===== src/rtl/cmd_mem_loader.sv =====
// cmd_mem_loader: packs valid/ready beats into commands and writes them to command memory
//   clk, rst_n           : clock, asynchronous active-low reset
//   start, base_addr,
//   num_cmds             : load request (sampled in IDLE)
//   s_data, s_valid,
//   s_last, s_ready      : input beat stream, first beat lands in the command LSBs
//   write_enable,
//   write_address, cmd_in: command memory write port
//   busy, done, error    : status (done pulse, sticky framing error)
//   checksum             : XOR of written commands, only with CMD_MEM_LOADER_CHECKSUM_EN
module cmd_mem_loader #(
  parameter int CMD_WIDTH  = 128,
  parameter int ADDR_WIDTH = 8,
  parameter int BUS_WIDTH  = 32
) (
  input  logic                  clk,
  input  logic                  rst_n,
  input  logic                  start,
  input  logic [ADDR_WIDTH-1:0] base_addr,
  input  logic [ADDR_WIDTH:0]   num_cmds,
  input  logic [BUS_WIDTH-1:0]  s_data,
  input  logic                  s_valid,
  input  logic                  s_last,
  output logic                  s_ready,
  output logic                  write_enable,
  output logic [ADDR_WIDTH-1:0] write_address,
  output logic [CMD_WIDTH-1:0]  cmd_in,
  output logic                  busy,
  output logic                  done,
  output logic                  error
`ifdef CMD_MEM_LOADER_CHECKSUM_EN
  ,
  output logic [CMD_WIDTH-1:0]  checksum
`endif
);
  localparam int WORDS = CMD_WIDTH / BUS_WIDTH;
  localparam int BW = WORDS > 1 ? $clog2(WORDS) : 1;
  if (CMD_WIDTH % BUS_WIDTH != 0 || WORDS < 1) begin : g_bad_width
    $error("CMD_WIDTH must be a non-zero integer multiple of BUS_WIDTH");
  end
  typedef enum logic {IDLE, LOAD} state_t;
  state_t state_q, state_d;
  logic [BW-1:0] beat_q;
  logic [ADDR_WIDTH:0] left_q;
  logic [ADDR_WIDTH-1:0] addr_q;
  logic [CMD_WIDTH-1:0] asm_q, asm_d;
  logic accept, last_beat, final_cmd, end_load, wr;
  assign s_ready = state_q == LOAD;
  assign busy = state_q == LOAD;
  assign accept = s_valid && s_ready;
  assign last_beat = beat_q == BW'(WORDS - 1);
  assign final_cmd = left_q == (ADDR_WIDTH + 1)'(1);
  // An early s_last ends the load and drops the partial command; the final beat always writes.
  assign end_load = accept && ((last_beat && final_cmd) || s_last);
  assign wr = accept && last_beat && (final_cmd || !s_last);
  always_ff @(posedge clk or negedge rst_n)
    if (!rst_n) state_q <= IDLE;
    else state_q <= state_d;
  always_comb begin
    state_d = (state_q == IDLE && start && |num_cmds) ? LOAD :
              (state_q == LOAD && end_load) ? IDLE : state_q;
    asm_d = asm_q;
    for (int k = 0; k < WORDS; k++)
      if (beat_q == BW'(k)) asm_d[k*BUS_WIDTH +: BUS_WIDTH] = s_data;
  end
  always_ff @(posedge clk or negedge rst_n) begin
    if (!rst_n) begin
      beat_q <= '0;
      left_q <= '0;
      addr_q <= '0;
      asm_q <= '0;
      write_enable <= 1'b0;
      write_address <= '0;
      cmd_in <= '0;
      done <= 1'b0;
      error <= 1'b0;
`ifdef CMD_MEM_LOADER_CHECKSUM_EN
      checksum <= '0;
`endif
    end else begin
      write_enable <= wr;
      done <= 1'b0;
      if (state_q == IDLE && start) begin
        done <= ~|num_cmds;
        error <= 1'b0;
        addr_q <= base_addr;
        left_q <= num_cmds;
        beat_q <= '0;
`ifdef CMD_MEM_LOADER_CHECKSUM_EN
        checksum <= '0;
`endif
      end
      if (accept) begin
        asm_q <= asm_d;
        beat_q <= last_beat ? '0 : beat_q + 1'b1;
      end
      if (wr) begin
        cmd_in <= asm_d;
        write_address <= addr_q;
        addr_q <= addr_q + 1'b1;
        left_q <= left_q - 1'b1;
`ifdef CMD_MEM_LOADER_CHECKSUM_EN
        checksum <= checksum ^ asm_d;
`endif
      end
      if (end_load) begin
        done <= 1'b1;
        error <= !(last_beat && final_cmd && s_last);
        beat_q <= '0;
      end
    end
  end
endmodule


===== config.mk =====
export PLATFORM = sky130hd
export DESIGN_NAME = cmd_mem_loader
export DESIGN_NICKNAME = d
export VERILOG_FILES = /design/src/rtl/cmd_mem_loader.sv
export SDC_FILE = /design/constraint.sdc
export NUM_CORES = 1
export LEC_CHECK = 0
export ABC_AREA = 1
export CAP_MARGIN = 20
export CORE_MARGIN = 2
export CORE_UTILIZATION = 50
export DETAILED_ROUTE_END_ITERATION = 8
export GPL_ROUTABILITY_DRIVEN = 0
export PLACE_DENSITY = 0.84
export SYNTH_ARGS = -nofsm -noshare
export SYNTH_HDL_FRONTEND = slang
export SYNTH_SLANG_ARGS = --single-unit

===== constraint.sdc =====
create_clock -name clk -period 2.15 [get_ports clk]
set_input_delay 0.5375 -clock clk [delete_from_list [all_inputs] [get_ports clk]]
set_output_delay 0.5375 -clock clk [all_outputs]
set_load 0.01 [all_outputs]

==> tab_implementation.tex <==
\begin{tabular}{lr}
\hline
Metric & Value \\
\hline
\multicolumn{2}{l}{\textbf{STA}} \\
\quad Worst hold-check slack & 0.461 ns \\
\quad Highest achievable clock rate & 482 MHz \\
\quad Max transition margin & roughly 55\% \\
\quad Final Hold Vio Count & 0 \\
\quad Final setup TNS & 0 ns \\
\quad Clock tree skew after final layout & 0.0190 ns \\
\quad Number of endpoints failing setup at the final stage & 0 \\
\quad Setup repair after global routing missed its margin & no \\
\quad Pins Over Slew Limit & 0 \\
\quad Post-route minimum period & 2.08 ns \\
\quad Final period utilization & roughly 97\% \\
\quad Least-Margin Pin Slew & 0.675 ns \\
\multicolumn{2}{l}{\textbf{GRT}} \\
\quad Number of antenna violations at the first check in global routing & 0 \\
\quad GRT Util Overall & about a quarter \\
\quad Residual overflow from global routing & 0 \\
\quad Global-route wire length before repair & 53,600 um \\
\quad Vias in the first global route & about 11,000 \\
\quad Largest net degree at the start of global routing & 79 \\
\multicolumn{2}{l}{\textbf{Critical path}} \\
\quad Crit-path cells & clkdlybuf4s50\_1 \\
\quad Instance count on the critical path & 1 \\
\quad Worst setup path category & flip-flop to primary output \\
\quad Number of buffer and inverter stages on the critical path & 1 \\
\quad Critical Path Max Stage Delay & around 0.56 ns \\
\quad FF-to-FF path depth & 10 \\
\quad Crit path launch type & flip-flop \\
\quad Critical path peak fanout & 2 \\
\quad Data required time at the worst endpoint & about 1.6 ns \\
\quad Critical path's top delay family & buffers and inverters \\
\quad Sort of element at the end of the critical path & primary output \\
\quad Critical path data arrival time & 1.54 ns \\
\quad Slowest stage cell on the critical path & sky130\_fd\_sc\_hd\_\_clkdlybuf4s50\_1 \\
\multicolumn{2}{l}{\textbf{Power and ir drop}} \\
\quad Combinational share of power & around 37\% \\
\quad Sw Ratio & roughly a third \\
\quad Worst IR drop on VDD & about 0.8 mV \\
\quad Switching Power & between 8000 and 9000 uW \\
\quad Clock Power Share & between 20\% and 30\% \\
\quad Power per cell area & between 1000 and 1500 nW/um\^{}2 \\
\quad Cell Int Power & about 15,000 uW \\
\quad Sequential Power Share & a little under two fifths \\
\quad Leakage component of the power & 0.00809 uW \\
\multicolumn{2}{l}{\textbf{Placed design}} \\
\quad Number of I/O port buffers & 194 \\
\quad Half-perimeter wire length after placement & 21,100 um \\
\multicolumn{2}{l}{\textbf{Routing}} \\
\quad Routed vias/inst & roughly 5 \\
\quad Routed met2 length & 15,500 um \\
\quad DRC Markers & 0 \\
\quad Post-route antenna net violation count & 0 \\
\quad Starting DRC count in detailed routing & between 700 and 800 \\
\quad Wire length on met1 & 14,100 um \\
\quad Via total after detailed routing & about 11,000 \\
\quad Aggregate routed wire length & 32,500 um \\
\quad Uppermost layer routed & met4 \\
\quad Met3 WL post-DR & around 2100 um \\
\quad Detailed Routing Iterations Pass 1 & 5 \\
\quad Wire length per cell after detailed routing & about 15 um \\
\multicolumn{2}{l}{\textbf{Logic synthesis}} \\
\quad Flop and latch count out of synthesis & 287 \\
\quad Share of synthesized area occupied by flip-flops and latches & a little under three fifths \\
\quad Post-synthesis instance total & approximately 1,600 \\
\quad Ys Warns & 0 \\
\quad Post-synthesis cell area & 12,800 sq um \\
\quad Post-Synthesis Net Count & 1,694 \\
\quad Number of distinct library cells after synthesis & 22 \\
\quad Post-synthesis area per instance & between 7 and 8 sq um \\
\multicolumn{2}{l}{\textbf{Floorplan}} \\
\quad Starting utilization of the core area & 50.9\% \\
\quad Area of the placeable core & $\sim$25,000 sq um \\
\quad Number of placement rows & 58 \\
\quad Number of placed I/O pins & 195 \\
\quad Die area & around 27,000 sq um \\
\quad Overall die width & roughly 160 um \\
\quad Height of the chip & between 150 and 200 um \\
\multicolumn{2}{l}{\textbf{CTS}} \\
\quad Worst-skew pair later-pin latency & approximately 0.55 ns \\
\quad Clock buffers created by TritonCTS & 30 \\
\quad Number of clock sinks & between 200 and 300 \\
\quad Root cell of the clock tree & sky130\_fd\_sc\_hd\_\_clkbuf\_16 \\
\quad Register clock-pin slew on the reported worst setup and hold paths & roughly 0.06 ns \\
\quad CTS Buffer Depth & 3 \\
\quad CTS H-tree depth & 1 \\
\quad Clock tree from TritonCTS & yes \\
\quad Post-CTS Setup Repair Bufs & 0 \\
\multicolumn{2}{l}{\textbf{Finish}} \\
\quad Antenna diode instance count & 0 \\
\quad Layout overhead on the synthesized area & 28.6\% \\
\quad \# nets final & between 1,500 and 2,000 \\
\quad Area taken by multi-input logic gates & approximately 4700 sq um \\
\quad Share of post-route cells with drive strength above 1 & just under 6\% \\
\quad Number of fillers in the final layout & $\sim$2,000 \\
\quad Combined flip-flop and latch cell area & approximately 7200 sq um \\
\multicolumn{2}{l}{\textbf{Flow run}} \\
\quad Number of max-capacitance violations reported & 0 \\
\multicolumn{2}{l}{\textbf{Min path}} \\
\quad Path category of the worst min-delay check & primary input to async pin \\
\multicolumn{2}{l}{\textbf{Run status}} \\
\quad Outcome & finished, final reports clean \\
\hline
\end{tabular}
## through the flow
step	std cells	power [uW]	util (%)	worst slack, ns	instance area (sq um)
2_1_floorplan	1633	13600	-	0.582	12800
5_1_grt	2159	25100	65.4	0.0317	16500
4_1_cts	2159	23600	65.4	0.0176	16500
6_report	2159	23500	65.4	0.0739	16500
3_5_place_dp	2102	17600	60.9	0.0280	15300
3_3_place_gp	2102	17200	60.9	0.0706	15300
## placed cells by master (no fill, tap or decap), drive strengths merged
cell | synthesis | routed
buf | 39 | 39
dlygate4sd3 | 0 | 1
or2 | 1 | 1
clkinvlp | 0 | 1
nand4 | 4 | 4
nand3 | 39 | 39
bufinv | 0 | 6
ha | 7 | 7
dlymetal6s2s | 0 | 1
a21oi | 2 | 2
nor3 | 1 | 1
nor2 | 19 | 19
o21ai | 268 | 268
clkdlybuf4s50 | 0 | 192
clkinv | 2 | 6
xor2 | 5 | 5
nand2 | 748 | 748
inv | 156 | 156
clkbuf | 54 | 45
xnor2 | 1 | 1
dfrtp | 287 | 287
## registers in the layout (all words and copies together), names as in the netlist
signal         flops
error              1
beat_q             2
write_enable       1
write_address      8
cmd_in           128
asm_q            128
left_q             9
busy               1
addr_q             8
done               1
## synth_stat cells
cell type                  instances  share of area [%]
sky130_fd_sc_hd__clkinv_1          2              0.059
sky130_fd_sc_hd__nor3_1            1              0.039
sky130_fd_sc_hd__ha_1              7               0.68
sky130_fd_sc_hd__o21ai_0         268                 10
sky130_fd_sc_hd__nor2_4            1              0.088
sky130_fd_sc_hd__xnor2_1           1              0.068
sky130_fd_sc_hd__nor2_1           18               0.53
sky130_fd_sc_hd__nand2_1         745                 22
sky130_fd_sc_hd__nand3_1          39                1.5
sky130_fd_sc_hd__inv_1           150                4.4
sky130_fd_sc_hd__or2_2             1              0.049
sky130_fd_sc_hd__buf_4             6               0.35
sky130_fd_sc_hd__buf_1             7               0.21
sky130_fd_sc_hd__nand2_2           3               0.15
sky130_fd_sc_hd__a21oi_1           1              0.039
sky130_fd_sc_hd__clkbuf_1         54                1.6
sky130_fd_sc_hd__nand4_1           4               0.20
sky130_fd_sc_hd__buf_2            26                1.0
sky130_fd_sc_hd__inv_2             6               0.18
sky130_fd_sc_hd__dfrtp_1         287                 56
sky130_fd_sc_hd__xor2_1            5               0.34
sky130_fd_sc_hd__a21oi_4           1               0.13
## routing by layer
layer / vias up / global-route usage (%)
met4: 0 / 7.85
met5: - / 0
li1: 5387 / -
met1: 5280 / 32.3
met2: 337 / 41.6
met3: 59 / 4.34
## kinds of logic (layout without fill, tap and decap cells)
group,Yosys count,count (layout),share of synthesized area [%]
AND/OR/NAND/NOR,812,812,24.4
flip-flops,287,287,56.1
AO/OA/AOI/OAI,270,270,10.6
buffers and inverters,251,447,7.79
adder cells (fa/ha/maj),7,7,0.684
XOR/XNOR,6,6,0.410
## path summary, 6_finish.rpt
kind	from	slack, ns	end
worst max-delay path	cmd_in[29]$_DFFE_PN0P_	0.07	cmd_in[29]
worst min-delay path	rst_n	0.46	cmd_in[93]$_DFFE_PN0P_
worst max register to register	left_q[1]$_DFFE_PN0P_	0.20	cmd_in[81]$_DFFE_PN0P_
worst min register to register	cmd_in[105]$_DFFE_PN0P_	0.48	cmd_in[105]$_DFFE_PN0P_
max in group asynchronous	rst_n	0.94	cmd_in[29]$_DFFE_PN0P_
min in group clk	cmd_in[105]$_DFFE_PN0P_	0.48	cmd_in[105]$_DFFE_PN0P_
## power by group through the flow
stage	registers, uW	logic, uW	clock network, uW
floorplan	9220	4380	0
global placement	8990	8260	0
detailed placement	9040	8580	0
CTS	9000	8710	5880
global route	9240	9810	6100
finish	9010	8670	5800
## final cells by class
class	instances	area share, %
sequential	287	43.6
multi-input combinational	1095	28.3
timing repair buffer	233	15.2
clock buffer	45	5.58
inverter	158	3.62
tap	330	2.51
clock inverter	11	1.26
## repair_timing
item                                    in CTS  in global routing
hold buffers                                 1                  0
endpoints found under the setup margin       0                  2
endpoints found under the hold margin       33                  0
gates resized for setup                      0                  2
Note: power is estimated with default switching activity, not from simulation.
